## src/rtl/strobe_pkg.sv

```systemverilog
// Shared types and constants for the strobe delay/width measurement block.
package strobe_pkg;
    localparam int CNT_W_DEF  = 32;
    localparam int MISS_W_DEF = 16;
    localparam logic [CNT_W_DEF-1:0] CNT_MAX = {CNT_W_DEF{1'b1}};

    typedef enum logic [1:0] {
        IDLE        = 2'd0,
        WAIT_STROBE = 2'd1,
        IN_PULSE    = 2'd2
    } state_t;

    // Debug view: current state plus the edges seen in the previous cycle.
    typedef struct packed {
        state_t state;
        logic   ev_rise;
        logic   ev_fall;
        logic   st_rise;
        logic   st_fall;
    } dbg_t;
endpackage

```

## src/rtl/strobe_measure_if.sv

```systemverilog
// Measurement bus: control/stimulus inputs and registered measurement results.
// Handshake: no valid/ready; measValid and measTimeout are one-cycle result strobes,
// measDelay/measWidth stay stable between strobes.
interface strobe_measure_if #(
    parameter int CNT_W  = 32,
    parameter int MISS_W = 16
);
    logic              enable;
    logic              myEvent;
    logic              strobeIn;
    logic [CNT_W-1:0]  myTimeout;
    logic [CNT_W-1:0]  measDelay;
    logic [CNT_W-1:0]  measWidth;
    logic              measValid;
    logic              measTimeout;
    logic              busy;
    logic [MISS_W-1:0] missedEvents;

    modport master (
        output enable, myEvent, strobeIn, myTimeout,
        input  measDelay, measWidth, measValid, measTimeout, busy, missedEvents
    );

    modport slave (
        input  enable, myEvent, strobeIn, myTimeout,
        output measDelay, measWidth, measValid, measTimeout, busy, missedEvents
    );
endinterface

```

## src/rtl/strobe_measure_edge_det.sv

```systemverilog
// Rise/fall detector against a one-cycle registered copy; the copy resets low so
// an input already high at reset release reads as a rise on the first clock.
module edge_det (
    input  logic i_clk,
    input  logic i_rst,
    input  logic i_d,
    output logic o_rise,
    output logic o_fall
);
    logic r_q;

    always_ff @(posedge i_clk or posedge i_rst) begin
        if (i_rst) r_q <= 1'b0;
        else       r_q <= i_d;
    end

    assign o_rise = i_d & ~r_q;
    assign o_fall = ~i_d & r_q;
endmodule

```

## src/rtl/strobe_measure.sv

```systemverilog
// Measures event-rise-to-strobe-rise delay and strobe high width in clock cycles,
// with optional timeout abort and a saturating count of events missed while busy.
module strobe_measure
    import strobe_pkg::*;
#(
    parameter int CNT_W  = CNT_W_DEF,
    parameter int MISS_W = MISS_W_DEF
) (
    input  logic              Clock,
    input  logic              Reset,
    strobe_measure_if.slave   bus,
    output dbg_t              o_dbg
);
    localparam logic [CNT_W-1:0]  L_CNT_MAX  = {CNT_W{1'b1}};
    localparam logic [CNT_W-1:0]  L_CNT_ONE  = {{(CNT_W-1){1'b0}}, 1'b1};
    localparam logic [MISS_W-1:0] L_MISS_MAX = {MISS_W{1'b1}};
    localparam logic [MISS_W-1:0] L_MISS_ONE = {{(MISS_W-1){1'b0}}, 1'b1};

    logic w_ev_rise, w_ev_fall, w_st_rise, w_st_fall;

    edge_det u_ev_edge (
        .i_clk(Clock), .i_rst(Reset), .i_d(bus.myEvent),
        .o_rise(w_ev_rise), .o_fall(w_ev_fall)
    );
    edge_det u_st_edge (
        .i_clk(Clock), .i_rst(Reset), .i_d(bus.strobeIn),
        .o_rise(w_st_rise), .o_fall(w_st_fall)
    );

    state_t            r_state, w_state_nxt;
    logic [CNT_W-1:0]  r_cnt, w_cnt_nxt;
    logic [CNT_W-1:0]  r_cap, w_cap_nxt;
    logic [CNT_W-1:0]  r_delay, w_delay_nxt;
    logic [CNT_W-1:0]  r_width, w_width_nxt;
    logic              r_valid, w_valid_nxt;
    logic              r_tmo, w_tmo_nxt;
    logic              r_busy;
    logic [MISS_W-1:0] r_missed;
    logic [3:0]        r_dbg_edges;
    logic              w_tmo_hit;
    logic [CNT_W-1:0]  w_cnt_inc;

    assign w_tmo_hit = (bus.myTimeout != '0) && (r_cnt == bus.myTimeout);
    assign w_cnt_inc = (r_cnt == L_CNT_MAX) ? r_cnt : r_cnt + L_CNT_ONE;

    always_ff @(posedge Clock or posedge Reset) begin
        if (Reset) begin
            r_state     <= IDLE;
            r_cnt       <= '0;
            r_cap       <= '0;
            r_delay     <= '0;
            r_width     <= '0;
            r_valid     <= 1'b0;
            r_tmo       <= 1'b0;
            r_busy      <= 1'b0;
            r_missed    <= '0;
            r_dbg_edges <= '0;
        end else begin
            r_state     <= w_state_nxt;
            r_cnt       <= w_cnt_nxt;
            r_cap       <= w_cap_nxt;
            r_delay     <= w_delay_nxt;
            r_width     <= w_width_nxt;
            r_valid     <= w_valid_nxt;
            r_tmo       <= w_tmo_nxt;
            r_busy      <= (w_state_nxt != IDLE);
            r_dbg_edges <= {w_ev_rise, w_ev_fall, w_st_rise, w_st_fall};
            // Any event rise outside IDLE is lost, including the cycle the FSM leaves.
            if (w_ev_rise && (r_state != IDLE) && (r_missed != L_MISS_MAX))
                r_missed <= r_missed + L_MISS_ONE;
        end
    end

    always_comb begin
        w_state_nxt = r_state;
        w_cnt_nxt   = r_cnt;
        w_cap_nxt   = r_cap;
        w_delay_nxt = r_delay;
        w_width_nxt = r_width;
        w_valid_nxt = 1'b0;
        w_tmo_nxt   = 1'b0;
        if (!bus.enable) begin
            w_state_nxt = IDLE;
            w_cnt_nxt   = '0;
        end else begin
            case (r_state)
                IDLE: begin
                    if (w_ev_rise) begin
                        w_state_nxt = WAIT_STROBE;
                        w_cnt_nxt   = L_CNT_ONE;
                    end
                end
                WAIT_STROBE: begin
                    if (w_st_rise) begin
                        w_cap_nxt   = r_cnt;
                        w_cnt_nxt   = L_CNT_ONE;
                        w_state_nxt = IN_PULSE;
                    end else if (w_tmo_hit) begin
                        w_tmo_nxt   = 1'b1;
                        w_cnt_nxt   = '0;
                        w_state_nxt = IDLE;
                    end else begin
                        w_cnt_nxt   = w_cnt_inc;
                    end
                end
                IN_PULSE: begin
                    if (w_st_fall) begin
                        w_delay_nxt = r_cap;
                        w_width_nxt = r_cnt;
                        w_valid_nxt = 1'b1;
                        w_cnt_nxt   = '0;
                        w_state_nxt = IDLE;
                    end else if (w_tmo_hit) begin
                        w_tmo_nxt   = 1'b1;
                        w_cnt_nxt   = '0;
                        w_state_nxt = IDLE;
                    end else begin
                        w_cnt_nxt   = w_cnt_inc;
                    end
                end
                default: begin
                    w_state_nxt = IDLE;
                    w_cnt_nxt   = '0;
                end
            endcase
        end
    end

    assign bus.measDelay    = r_delay;
    assign bus.measWidth    = r_width;
    assign bus.measValid    = r_valid;
    assign bus.measTimeout  = r_tmo;
    assign bus.busy         = r_busy;
    assign bus.missedEvents = r_missed;

    assign o_dbg.state   = r_state;
    assign o_dbg.ev_rise = r_dbg_edges[3];
    assign o_dbg.ev_fall = r_dbg_edges[2];
    assign o_dbg.st_rise = r_dbg_edges[1];
    assign o_dbg.st_fall = r_dbg_edges[0];
endmodule

```

## src/flat_wrapper.sv

```systemverilog
// flat-port wrapper written by rule: the top's interface ports become plain ports
module strobe_measure_flat import strobe_pkg::*;
#(
    parameter int CNT_W  = CNT_W_DEF,
    parameter int MISS_W = MISS_W_DEF
)
  (Clock, Reset, o_dbg, bus_enable, bus_myEvent, bus_strobeIn, bus_myTimeout, bus_measDelay, bus_measWidth, bus_measValid, bus_measTimeout, bus_busy, bus_missedEvents);
  strobe_measure_if #(.CNT_W(CNT_W), .MISS_W(MISS_W)) bus_i ();
  input  logic Clock;
  input  logic Reset;
  output dbg_t o_dbg;
  input wire logic [$bits(bus_i.enable)-1:0] bus_enable;
  input wire logic [$bits(bus_i.myEvent)-1:0] bus_myEvent;
  input wire logic [$bits(bus_i.strobeIn)-1:0] bus_strobeIn;
  input wire logic [$bits(bus_i.myTimeout)-1:0] bus_myTimeout;
  output wire logic [$bits(bus_i.measDelay)-1:0] bus_measDelay;
  output wire logic [$bits(bus_i.measWidth)-1:0] bus_measWidth;
  output wire logic [$bits(bus_i.measValid)-1:0] bus_measValid;
  output wire logic [$bits(bus_i.measTimeout)-1:0] bus_measTimeout;
  output wire logic [$bits(bus_i.busy)-1:0] bus_busy;
  output wire logic [$bits(bus_i.missedEvents)-1:0] bus_missedEvents;
  assign bus_i.enable = bus_enable;
  assign bus_i.myEvent = bus_myEvent;
  assign bus_i.strobeIn = bus_strobeIn;
  assign bus_i.myTimeout = bus_myTimeout;
  assign bus_measDelay = bus_i.measDelay;
  assign bus_measWidth = bus_i.measWidth;
  assign bus_measValid = bus_i.measValid;
  assign bus_measTimeout = bus_i.measTimeout;
  assign bus_busy = bus_i.busy;
  assign bus_missedEvents = bus_i.missedEvents;
  strobe_measure #(.CNT_W(CNT_W), .MISS_W(MISS_W)) u_core (.Clock(Clock), .Reset(Reset), .bus(bus_i), .o_dbg(o_dbg));
endmodule
```

## config.mk

```make
export PLATFORM = sky130hd
export DESIGN_NAME = strobe_measure_flat
export DESIGN_NICKNAME = d
export VERILOG_FILES = /design/src/rtl/strobe_pkg.sv /design/src/rtl/strobe_measure_if.sv /design/src/rtl/strobe_measure_edge_det.sv /design/src/rtl/strobe_measure.sv /design/src/flat_wrapper.sv
export SDC_FILE = /design/constraint.sdc
export NUM_CORES = 1
export LEC_CHECK = 0
export BUFFER_PORTS_ARGS = -buffer_cell sky130_fd_sc_hd__buf_2
export CORE_ASPECT_RATIO = 0.8
export CORE_MARGIN = 5
export CORE_UTILIZATION = 40
export CTS_CLUSTER_SIZE = 30
export DETAILED_ROUTE_END_ITERATION = 12
export PLACE_DENSITY = 0.62
export SLEW_MARGIN = 0
export SYNTH_ARGS = -nofsm -noshare
export SYNTH_HDL_FRONTEND = slang
export SYNTH_SLANG_ARGS = --single-unit
```

## constraint.sdc

```tcl
create_clock -name Clock -period 5.6 [get_ports Clock]
set_input_delay 0.28 -clock Clock [delete_from_list [all_inputs] [get_ports Clock]]
set_output_delay 0.28 -clock Clock [all_outputs]
set_load 0.01 [all_outputs]
```

# After elaboration in Yosys (flattened, before gate mapping)
# Cells that the tools add are included.
# word_totals
in_bits	37
word_cells	58
output_inout_bits	89
register_bits	155
# classes
n_eq_ne	6
bitwise	8
muxes	21
n_reduce_logical	9
add_sub_neg	2
# op_table
cell	count
32-bit 2-to-1 mux	6
32-bit one-hot mux with 3 select lines	1
32-bit by 1-bit adder with 32-bit output (second input constant)	1
32-bit == test	1
32-bit == test (second input constant)	1
32-bit nonzero test	1
16-bit by 1-bit adder with 16-bit output (second input constant)	1
16-bit != test (second input constant)	1
2-bit 2-to-1 mux	5
1-bit 2-to-1 mux	7
2-bit one-hot mux with 3 select lines	1
3-bit AND reduction	2
1-bit AND	4
1-bit NOT	4
2-bit nonzero test	2
1-bit logical AND	3
3-bit by 2-bit != test with 1-bit output (second input constant)	1
2-bit by 1-bit == test with 1-bit output (second input constant)	1
2-bit == test (second input constant)	1
2-bit zero test	1
1-bit one-hot mux with 2 select lines	1

# Logic depth before layout (Yosys ltp)
# logic_depth
ltp_word	7
ltp_mapped	10
depth_no_buf	8

# By module
# A second synthesis with hierarchy kept.
# unflattened
hier_cells	648
hier_area_um2	7442.1
# by_module_without_submodules
mod	area_per_inst_um2	cells_per_inst	n_inst
strobe_measure	7354.6	640	1
edge_det	43.8	4	2

# Worst setup path before layout
# No wires, ideal clock.
# synth_timing
path_kind	reg2reg
start	register u_core.r_cnt[8]
end	register u_core.r_cnt[30]
n_path_buf	2
t_arrival_ns	1.942
setup_time_ns	0.125
period_less_slack_ns	2.066
path_stages_with_launch	9
path_slack_ns	3.534
cell_sequence	dfrtp_1 buf_6 xor2_1 nor4_2 nand4_1 o31a_1 buf_6 and3_1 mux2_2
# synth_via
elab_chain_len	6
word_cells_on_any_way	10
# synth_lines
item	line_no	rtl
start, declared	strobe_measure.sv:31	logic [CNT_W-1:0] r_cnt, w_cnt_nxt;
start signal, assigned	strobe_measure.sv:60	r_cnt <= w_cnt_nxt;
32-bit by 1-bit adder with 32-bit output, or another cell as far along	strobe_measure.sv:44	assign w_cnt_inc = (r_cnt == L_CNT_MAX) ? r_cnt : r_cnt + L_CNT_ONE;
32-bit 2-to-1 mux or 1-bit logical AND (tied branches)	strobe_measure.sv:44, strobe_measure.sv:43	
32-bit 2-to-1 mux (*)	strobe_measure.sv:98, strobe_measure.sv:113	
32-bit 2-to-1 mux (on tied branches)	strobe_measure.sv:107, strobe_measure.sv:94	
32-bit one-hot mux with 3 select lines (*)	strobe_measure.sv:86	case (r_state)
32-bit 2-to-1 mux (*)	strobe_measure.sv:82	if (!bus.enable) begin
# Every way passes the cells marked *; elsewhere a longest branch is shown, timed or not.
# A chain may end at the register's enable or synchronous reset.

# Worst setup path after layout
# layout_timing
start	register u_core.r_cnt[4]
end	register u_core.r_cnt[1]
# layout_via
elab_chain_len	6
word_cells_on_any_way	9
# layout_lines
item	line_no
32-bit == test (on tied branches)	strobe_measure.sv:44, strobe_measure.sv:43
32-bit 2-to-1 mux or 1-bit logical AND (tied branches)	strobe_measure.sv:44, strobe_measure.sv:43
32-bit 2-to-1 mux (*)	strobe_measure.sv:98, strobe_measure.sv:113
32-bit 2-to-1 mux (on tied branches)	strobe_measure.sv:107, strobe_measure.sv:94
32-bit one-hot mux with 3 select lines (*)	strobe_measure.sv:86
32-bit 2-to-1 mux (*)	strobe_measure.sv:82
# Marked as above.

==> impl_metrics.env <==
export IMPL_initial_core_util_pct=40.9
export IMPL_min_period_ns=2.98
export IMPL_drcViolationCount=0
export IMPL_ys_types=62
export IMPL_fmax_ghz=0.336
export IMPL_io_pins=126
export IMPL_cts_tree="done"
export IMPL_cp_required_ns=5.92
export IMPL_viasPerCell=5.26
export IMPL_grt_pass1_vias=5730
export IMPL_synth_ff_latch_count=155
export IMPL_setup_tns_ns=0
export IMPL_synth_area_leaders="dfrtp_1 (52%), nand2_1 (11%), mux2_2 (4.2%)"
export IMPL_overflow=0
export IMPL_h_tree_depth=4
export IMPL_cts_sinks=155
export IMPL_die_h_um=132
export IMPL_most_common_layout_cells="nand2_1 (210), dfrtp_1 (155), buf_2 (125)"
export IMPL_via_count=5964
export IMPL_cts_setup_buffers=0
export IMPL_dieArea_um2=21600
export IMPL_cp_cell_sequence="xor2_1 -> nor4_1 -> nand4_1 -> o31ai_4 -> buf_4 -> nor2_1 -> a32o_1"
export IMPL_gp_congestion=0.866
export IMPL_criticalPathCategory="reg2reg"
export IMPL_avgRoutedWirePerCell_um=17.8
export IMPL_hold_viol=3
export IMPL_setup_violations=0
export IMPL_antenna_found_initial=0
export IMPL_start_kind="register"
export IMPL_core_area_um2=18300
export IMPL_whs_ns=-0.00732
export IMPL_ys_async_sr_fraction_pct=100
export IMPL_rsz0062_at_grt="no"
export IMPL_cts_root_buffer="clkbuf_16"
export IMPL_finalMaxSlewViolations=0
export IMPL_maxCapViolCount=0
export IMPL_fp_row_count=44
export IMPL_power_density_nw_per_um2=273
export IMPL_max_stage_delay_ns=0.79
export IMPL_antenna_cells=0
export IMPL_die_w_um=163
export IMPL_yosysWarnings=0
export IMPL_synth_top_cell_area_share_pct=51.9
export IMPL_crit_fanout=18
export IMPL_crit_path_top_delay_cell="o31ai_4"
export IMPL_status="complete, but fails checks"
export IMPL_gr_usage_all_layers_pct=19.1
export IMPL_drt_pass1_iterations=5
export IMPL_synthToLayoutAreaGrowth_pct=17.4
export IMPL_p_leak_uw=0.00461
export IMPL_grt_pass1_wl_um=32500
export IMPL_clk_pin_slew_worst_paths_ns=0.06
export IMPL_syn_area_um2=7480
export IMPL_cp_num_buf_inv=1
export IMPL_worst_slew_pin_transition_ns=0.861
export IMPL_dp_hpwl_um=14200
export IMPL_syn_avg_cell_area_um2=9.79
export IMPL_final_layout_size_suffix_gt1_share_pct=24.2
export IMPL_power_uw=2390
export IMPL_fin_nets=910
export IMPL_clk_latency_ns=0.43
export IMPL_layout_commonest_cell="nand2_1"
export IMPL_ys_flop_type="dfrtp_1"
export IMPL_synth_cells=764
export IMPL_hold_path_class="in2async"
export IMPL_yosys_area_top_type="dfrtp_1"
export IMPL_grt_max_degree=92
export IMPL_end_kind="register"
export IMPL_ys_seq_area_share_pct=51.9
export IMPL_peakVddDrop_uv=140
export IMPL_period_share_pct=53.1
export IMPL_violations="negative hold slack"
export IMPL_synth_edff_count=0
export IMPL_finClkSkew_ns=0.00992
export IMPL_crit_family="compound AO/OA/AOI/OAI gates"
export IMPL_slew_headroom_pct=42.6
export IMPL_cts_resized=0
export IMPL_drt_iter0_markers=519
export IMPL_numPortBuffers=125
export IMPL_arrival_ns=3.29
export IMPL_synth_net_count=807
export IMPL_drt_total_wl_um=20200
export IMPL_cts_inserted_buffers=17
export IMPL_cts_buffer_depth=2
export IMPL_antenna_left=0
area by class of cell:
type	count	area [µm²]
clock buffers	18	439
clock inverters	14	108
fillers	1797	9500
inverters	19	76.3
multi-input cells	540	3260
flip-flops and latches	155	3880
well taps	253	317
repair buffers	134	698
synthesized netlist by cell type (16+ instances only):
master	number
a21oi_1	18
clkbuf_1	24
dfrtp_1	155
inv_1	19
mux2_2	28
nand2_1	210
nand3_1	18
nand4_1	24
nor2_1	23
nor4_1	22
o21ai_0	21
o21ai_1	16
xor2_1	36
worst paths after layout:
| kind | start | end | slack [ns] | cells after the start |
|---|---|---|---|---|
| worst max-delay path | u_core.r_cnt[4]$_DFFE_PP0P_ | u_core.r_cnt[1]$_DFFE_PP0P_ | 2.62 | 7 |
| worst min-delay path | Reset | u_core.bus.measDelay[27]$_DFFE_PP0P_ | -0.007 | 2 |
| worst max register to register | u_core.r_cnt[4]$_DFFE_PP0P_ | u_core.r_cnt[1]$_DFFE_PP0P_ | 2.62 | 7 |
| worst min register to register | u_core.u_st_edge.r_q$_DFF_PP0_ | u_core.r_dbg_edges[1]$_DFF_PP0_ | 0.44 | 1 |
| max in group asynchronous | Reset | u_core.r_cnt[11]$_DFFE_PP0P_ | 4.19 | 3 |
| min in group Clock | bus_enable | u_core.bus.measTimeout$_DFF_PP0_ | 0.19 | 3 |
per-stage QoR:
stage          std cells  setup slack (ns)  area, µm²  utilization (%)
2_1_floorplan        764              1.14       7480                -
3_3_place_gp        1099              2.74       8210             44.9
3_5_place_dp        1099              2.66       8210             44.9
4_1_cts             1133              2.64       8780             48.0
5_1_grt             1133              2.49       8780             48.0
6_report            1133              2.62       8780             48.0
power breakdown:
| part | total (µW) | switching (µW) | internal, µW | leakage (µW) |
|---|---|---|---|---|
| registers | 1160 | 21.6 | 1140 | 0.00214 |
| logic | 157 | 102 | 55.1 | 0.00220 |
| clock network | 1080 | 492 | 585 | 0.000264 |
flip-flops by register name (all words and copies together) (netlist names):
signal / cells
u_core.bus.measDelay: 32
u_core.bus.measWidth: 32
u_core.r_cap: 32
u_core.r_cnt: 32
u_core.bus.missedEvents: 16
u_core.r_dbg_edges: 4
u_core.r_state: 2
u_core.bus.busy: 1
u_core.bus.measTimeout: 1
u_core.bus.measValid: 1
u_core.u_ev_edge.r_q: 1
u_core.u_st_edge.r_q: 1
what timing repair did:
item	in CTS	in global routing
setup endpoints to repair	0	0
hold endpoints to repair	2	0
hold buffers	2	0
layer usage:
layer  vias to the layer above  share of wire, %  GRT usage, %
met5                         -                 0             0
met4                         0               1.2          4.66
met3                        25               8.2          5.25
met2                       230                41          25.9
met1                      2875                49          30.0
li1                       2834                 -             -
logic make-up after synthesis:
kind of cell    share of synthesized area (%)
simple gates                             24.3
fa+ha+maj                                1.00
xor+xnor                                 5.39
buf+inv                                  4.60
flops                                    51.9
compound gates                           8.46
mux                                      4.35
Note: power is estimated with default switching activity, not from simulation.
